===== config.mk =====
export PLATFORM = sky130hd
export DESIGN_NAME = pe_8ip_sequencer
export DESIGN_NICKNAME = d
export VERILOG_FILES = /design/src/rtl/pe_ctrl_pkg.sv /design/src/rtl/pe_8ip_sequencer.sv
export SDC_FILE = /design/constraint.sdc
export NUM_CORES = 1
export LEC_CHECK = 0
export CORE_UTILIZATION = 30
export DETAILED_ROUTE_END_ITERATION = 12
export GPL_ROUTABILITY_DRIVEN = 0
export HOLD_SLACK_MARGIN = 0.02
export PLACE_DENSITY = 0.66
export SLEW_MARGIN = 10
export SYNTH_ARGS = -nofsm -noshare
export SYNTH_HDL_FRONTEND = slang
export SYNTH_SLANG_ARGS = --single-unit

===== constraint.sdc =====
create_clock -name clock -period 1.8 [get_ports clock]
set_input_delay 0.36 -clock clock [delete_from_list [all_inputs] [get_ports clock]]
set_output_delay 0.36 -clock clock [all_outputs]
set_load 0.02 [all_outputs]

===== src/rtl/pe_ctrl_pkg.sv =====
// Shared types and select-pattern constants for the PE_8IP sequencer.
// Patterns pack m9 in the MSBs down to m0 in the LSBs.
package pe_ctrl_pkg;

    typedef enum logic [1:0] {
        ST_IDLE,
        ST_SVP,
        ST_AGGR,
        ST_DONE
    } state_t;

    localparam logic [1:0] SEL_X          = 2'd0;
    localparam logic [1:0] SEL_MULT       = 2'd1;
    localparam logic [1:0] SEL_AGGR       = 2'd2;
    localparam logic [1:0] SEL_ZERO       = 2'd3;
    localparam logic [1:0] SEL_OUT_ADDSUB = 2'd0;

    localparam logic [19:0] SVP_PAT = {
        SEL_ZERO, SEL_OUT_ADDSUB,
        SEL_ZERO, SEL_ZERO,
        SEL_MULT, SEL_MULT,
        {4{SEL_X}}
    };

    localparam logic [19:0] AGGR_PAT = {
        SEL_OUT_ADDSUB, SEL_OUT_ADDSUB,
        {4{SEL_AGGR}},
        {4{SEL_MULT}}
    };

    localparam logic [19:0] STOP_PAT = {
        SEL_AGGR, SEL_AGGR,
        {8{SEL_ZERO}}
    };

endpackage


===== src/rtl/pe_8ip_sequencer.sv =====
// Sequences one PE_8IP through an SVP pass and an aggregation pass,
// then hands the captured result back over valid/ready.
module pe_8ip_sequencer
    import pe_ctrl_pkg::*;
#(
    parameter int SVP_CYCLES  = 21,
    parameter int AGGR_CYCLES = 38,
    parameter int CNT_W = $clog2(
        ((SVP_CYCLES > AGGR_CYCLES) ? SVP_CYCLES : AGGR_CYCLES) + 1)
) (
    input  logic        clock,
    input  logic        reset,
    input  logic        cmd_valid,
    output logic        cmd_ready,
    input  logic        cmd_use_int,
    input  logic [2:0]  cmd_rounding,
    input  logic        cmd_tininess,
    input  logic        abort,
    output logic [19:0] io_m_sel,
    output logic [3:0]  io_addsub_op,
    output logic        io_use_int,
    output logic [2:0]  io_rounding,
    output logic        io_tininess,
    input  logic [31:0] pe_out,
    output logic        res_valid,
    input  logic        res_ready,
    output logic [31:0] res_data,
    output logic        busy
);

    localparam logic [CNT_W-1:0] SVP_LAST  = CNT_W'(SVP_CYCLES - 1);
    localparam logic [CNT_W-1:0] AGGR_LAST = CNT_W'(AGGR_CYCLES - 1);

    state_t           state, state_nxt;
    logic [CNT_W-1:0] cnt, cnt_nxt;
    logic             cfg_load;
    logic             res_load;
    logic             cfg_use_int;
    logic [2:0]       cfg_rounding;
    logic             cfg_tininess;
    logic [31:0]      res_q;

    always_ff @(posedge clock) begin
        if (reset) begin
            state        <= ST_IDLE;
            cnt          <= '0;
            cfg_use_int  <= 1'b0;
            cfg_rounding <= 3'd0;
            cfg_tininess <= 1'b0;
            res_q        <= 32'd0;
        end else begin
            state <= state_nxt;
            cnt   <= cnt_nxt;
            if (cfg_load) begin
                cfg_use_int  <= cmd_use_int;
                cfg_rounding <= cmd_rounding;
                cfg_tininess <= cmd_tininess;
            end
            if (res_load) begin
                res_q <= pe_out;
            end
        end
    end

    // abort outranks every other transition, including acceptance
    always_comb begin
        state_nxt = state;
        cnt_nxt   = cnt;
        cfg_load  = 1'b0;
        res_load  = 1'b0;
        unique case (state)
            ST_IDLE: begin
                if (!abort && cmd_valid) begin
                    state_nxt = ST_SVP;
                    cnt_nxt   = '0;
                    cfg_load  = 1'b1;
                end
            end
            ST_SVP: begin
                if (abort) begin
                    state_nxt = ST_IDLE;
                    cnt_nxt   = '0;
                end else if (cnt == SVP_LAST) begin
                    state_nxt = ST_AGGR;
                    cnt_nxt   = '0;
                end else begin
                    cnt_nxt = cnt + 1'b1;
                end
            end
            ST_AGGR: begin
                if (abort) begin
                    state_nxt = ST_IDLE;
                    cnt_nxt   = '0;
                end else if (cnt == AGGR_LAST) begin
                    state_nxt = ST_DONE;
                    cnt_nxt   = '0;
                    res_load  = 1'b1;
                end else begin
                    cnt_nxt = cnt + 1'b1;
                end
            end
            ST_DONE: begin
                if (abort || res_ready) begin
                    state_nxt = ST_IDLE;
                end
            end
            default: begin
                state_nxt = ST_IDLE;
                cnt_nxt   = '0;
            end
        endcase
    end

    always_comb begin
        io_m_sel = STOP_PAT;
        unique case (1'b1)
            (state == ST_SVP):  io_m_sel = SVP_PAT;
            (state == ST_AGGR): io_m_sel = AGGR_PAT;
            default:            io_m_sel = STOP_PAT;
        endcase
    end

    assign io_addsub_op = 4'd0;
    assign io_use_int   = cfg_use_int;
    assign io_rounding  = cfg_rounding;
    assign io_tininess  = cfg_tininess;
    assign cmd_ready    = (state == ST_IDLE);
    assign busy         = (state != ST_IDLE);
    assign res_valid    = (state == ST_DONE);
    assign res_data     = res_q;

endmodule


=== Yosys cells after proc, flatten, opt, wreduce, memory -nomap -nowiden ===
Index checks and enable logic that the tools add are counted.

* Register bits: 45
* Input port bits: 42
* Output and inout bits: 64
* Logic and storage cells: 43

* Add/subtract/negate cells: 1
* Eq/ne operators: 9
* Mux-type cells: 19
* Reductions and logical operators: 8

{| class="wikitable"
|+ Operators by type and width
! kind !! number
|-
| 20-bit case mux with 2 select lines || 1
|-
| 6-bit two-way mux || 5
|-
| 6-bit case mux with 3 select lines || 1
|-
| 2-bit two-way mux || 6
|-
| 2-bit case mux with 4 select lines || 1
|-
| 6-bit by 1-bit adder with 6-bit output, second input constant || 1
|-
| 6-bit by 5-bit equality test with 1-bit output, second input constant || 1
|-
| 6-bit equality test, second input constant || 1
|-
| 3-bit != test, second input constant || 2
|-
| 1-bit two-way mux || 5
|-
| 2-bit equality test, second input constant || 2
|-
| 2-bit by 1-bit != test with 1-bit output, second input constant || 2
|-
| 4-bit AND reduction || 1
|-
| 3-bit nonzero test || 1
|-
| 2-bit by 1-bit equality test with 1-bit output, second input constant || 1
|-
| 2-bit zero test || 1
|-
| 2-bit AND reduction || 1
|-
| 2-bit nonzero test || 1
|-
| 1-bit logical AND || 1
|-
| 1-bit zero test || 1
|-
| 1-bit logical OR || 1
|}

=== Depth between registers and ports, before layout ===
* Word-level depth: 4
* Depth in mapped cells: 7
* Gate-level depth less buffers: 6

=== Worst setup path before layout ===
OpenSTA, ideal clock, no wires.

* Path kind: flip-flop to flip-flop
* Start: register state[0]
* End: register cnt[5]
* Library setup time: 0.096 ns
* Arrival: 1.830 ns
* Required time: 1.704 ns
* Path slack: -0.126 ns
* Cell stages (with the launch flop): 7
* Buffers on the path: 0
* Period minus slack after synthesis: 1.926 ns
* Path through: dfxtp_1 > inv_1 > ha_1 > inv_1 > nor3_1 > o211ai_1 > o311ai_1

* Word-level cells in the longest chain between the ends: 3
* Elaborated cells between the ends (all ways): 7
* Those cells by class: eq/ne (3); mux (1); reduce/logical (3)

{| class="wikitable"
|+ RTL lines
! element !! line !! text
|-
| start: declaration || pe_8ip_sequencer.sv:34 || <nowiki>state_t state, state_nxt;</nowiki>
|-
| start signal: assignment || pe_8ip_sequencer.sv:52 || <nowiki>state <= state_nxt;</nowiki>
|-
| 2-bit by 1-bit equality test with 1-bit output, or another cell as far along || pe_8ip_sequencer.sv:71 || <nowiki>unique case (state)</nowiki>
|-
| 3-bit nonzero test (no line) / 2-bit by 1-bit != test with 1-bit output (equally long branches) || n/a ||
|-
| 2-bit AND reduction (no line) || n/a ||
|-
| end signal: assignment || pe_8ip_sequencer.sv:53 || <nowiki>cnt <= cnt_nxt;</nowiki>
|-
| end: declaration || pe_8ip_sequencer.sv:35 || <nowiki>logic [CNT_W-1:0] cnt, cnt_nxt;</nowiki>
|}

Several ways; a longest one is shown, not always the timed one.
A chain may end at the register's enable or synchronous reset.

=== Worst setup path after layout ===
* Start: register state[0]
* End: output port io_m_sel[18]

* Word-level cells in the longest chain between the ends: 2
* Elaborated cells between the ends (all ways): 3
* Those cells by class: eq/ne (2); mux (1)

{| class="wikitable"
|+ RTL lines
! element !! line !! text
|-
| 2-bit equality test / 2-bit by 1-bit equality test with 1-bit output (equally long branches) || pe_8ip_sequencer.sv:118, pe_8ip_sequencer.sv:117 ||
|-
| 20-bit case mux with 2 select lines (*) || pe_8ip_sequencer.sv:116 || <nowiki>unique case (1'b1)</nowiki>
|-
| end: declaration || pe_8ip_sequencer.sv:19 || <nowiki>output logic [19:0] io_m_sel,</nowiki>
|}

Every way passes the cells marked *; elsewhere a longest branch is shown, timed or not.

==> metrics.yaml <==
sta:
  finalCritPeriodShare: 0.9559
  slew_violations: 0
  finalCriticalPeriod_ps: 1721
  finalHoldViolCount: 0
  rsz0062_at_grt: "no"
  clock_skew_ps: 3.311
  setup_viol: 0
  holdWs_ps: 496.9
  fin_ws_ps: 79.43
  fmax_ghz: 0.5812
synth:
  netlist_instances: 215
  synth.most_common_cell: "dfxtp_1"
  synth_top_area_frac: 0.4309
  seq_area_frac_synth: 0.4309
  yosysWarnings: 0
  ys_top_cells_by_area: "dfxtp_1 43%, mux2i_1 18%, buf_4 7.2%, nor2_1 6.6%, ha_1 6.0%"
  synth_largest_area_cell: "dfxtp_1"
  synth_area_sq_um: 2091
  synth_commonest_cells: "45 x dfxtp_1, 38 x mux2i_1, 37 x nor2_1"
  synth_edf_count: 0
  ys_ff_latch: 45
  async_reset_ff_frac: 0
  ys.flop_type: "dfxtp_1"
  avgSynthCellArea_sq_um: 9.724
  yosysUniqueCellTypes: 34
clock_network:
  ctsHoldBuffers: 0
  clockBufferDepth: 2
  cts-root-buf: "clkbuf_8"
  cts_sinks: 45
  h-tree-depth: 2
  path_clk_slew_ps: 80
  tritoncts: "yes"
  numCtsBuffers: 5
  clkLatencyLatePin_ps: 280
floorplan:
  die_h_microns: 85.48
  initial_core_util: 0.3094
  ios: 106
  core-area_sq_um: 6756
  rows: 30
  die_x_microns: 85.48
  die-area_sq_um: 7307
grt:
  grt_pass1_wl_microns: 7976
  grt_pass1_vias: 1687
  antenna_found_initial: 0
  grt_max_degree: 33
  overflow: 0
  grt_usage: 0.1356
routing:
  dr.pass1.iters: 6
  detail-route-antenna-nets: 0
  vias: 1795
  remaining_drc_errors: 0
  postRouteWirelength_microns: 5039
  wl_per_cell_microns: 12.60
  drt_iter0_markers: 44
  vias_per_cell: 4.488
placement:
  port_buffers: 98
  dp_slack_ps: -31.11
  placed_cells: 390
  dp_hpwl_microns: 3787
setup_path:
  slowest_stage: "dlygate4sd2_1"
  worstSetupPathType: "reg2out"
  crit_path_max_fanout: 6
  cpPeakStageDelay_ps: 370
  startpoint_type: "flip-flop"
  setup.worst_path.end_class: "output pin"
  critical_path_required_ps: 1440
  arrival_ps: 1360
  crit_chain: "buf_4 -> ha_1 -> dlygate4sd2_1"
pwr:
  leakagePower_nw: 1.518
  ir_drop_mv: 0.3487
  finalPower_mw: 1.935
  p_per_area_nw_per_um2: 602.4
hold_path:
  hold_class: "reg2reg"
final_layout:
  fillers: 648
  syn2layout_area_growth_pct: 53.62
  nets: 371
  fin_cells: 400
  final_layout_size_suffix_gt1_frac: 0.1781
  antenna_cells: 0
status:
  outcome: "completed"
flow_run:
  maxCapViolCount: 0
-- routing by layer --
metal,wire [microns],up-vias,track usage,share of wire
met5,0,-,0,0
met1,2339,816,0.1732,0.46
met3,301,2,0.04086,0.060
met2,2391,61,0.2291,0.47
met4,7,0,0.02273,0.0014
li1,-,916,-,-
-- stage by stage --
step | cell area [sq um] | TNS [ps] | utilization
after global placement | 3174 | -147.5 | 0.4698
after CTS | 3244 | 0 | 0.4802
after global routing | 3212 | 0 | 0.4754
final | 3212 | 0 | 0.4754
after detailed placement | 3174 | -243.7 | 0.4698
after floorplan | 2115 | 0 | -
-- placed cells by master (no fill, tap or decap), types with 7 or more instances in the layout --
master and count:
mux2i_1 38, clkbuf_2 11, buf_4 21, conb_1 7
nor2_1 37, inv_1 13, ha_1 9, dfxtp_1 42
clkdlybuf4s50_1 78
-- registers in the layout, summed over array words and instances (netlist names) --
signal       count
cnt              6
io_rounding      3
io_tininess      1
io_use_int       1
res_data        32
state            2
-- final cells by class --
class,instances,area [sq um],area share
clock buffer,6,72.57,0.02259
clock inverter,2,10.01,0.003116
inverter,14,52.55,0.01636
multi-input combinational,133,992.2,0.3089
tap,80,100.1,0.03116
sequential,45,904.6,0.2817
timing repair buffer,120,1080,0.3362
-- worst max-delay path: cells and delay by family (launching register included) --
kind	cells	cell delay, ps
adder cells (fa/ha/maj)	1	240
flip-flops	1	330
buffers and inverters	2	510
-- timing repair --
action | CTS | global route
pin swaps | 0 | 3
buffers inserted | 0 | 2
gates resized for setup | 30 | 33
endpoints found under the setup margin | 20 | 33
-- logic make-up (layout without fill, tap and decap cells) --
| logic type | after synthesis | after routing | synth area share |
|---|---|---|---|
| AOI/OAI and AO/OA | 19 | 19 | 0.07361 |
| adders and majority gates | 10 | 10 | 0.05984 |
| buffers and inverters | 42 | 142 | 0.1131 |
| DFF | 45 | 45 | 0.4309 |
| muxes | 39 | 39 | 0.1873 |
| other | 2 | 7 | 0.003592 |
| and+or+nand+nor | 58 | 58 | 0.1317 |
-- path summary, 6_finish.rpt --
kind                startpoint           end  slack, ps  cells after the start
setup reg to reg      state[0]      state[1]         90                      5
setup / recovery      state[0]  io_m_sel[18]         80                      3
hold / removal    res_data[24]  res_data[24]        500                      2
hold reg to reg   res_data[24]  res_data[24]        500                      2
-- where the power goes --
part           switching (mW)  internal, mW  leakage (nW)
clock                   0.325         0.270        0.0450
combinational           0.163         0.169          1.11
sequential            0.00451          1.00         0.364
total                   0.493          1.44          1.52
Note: power is estimated with default switching activity, not from simulation.
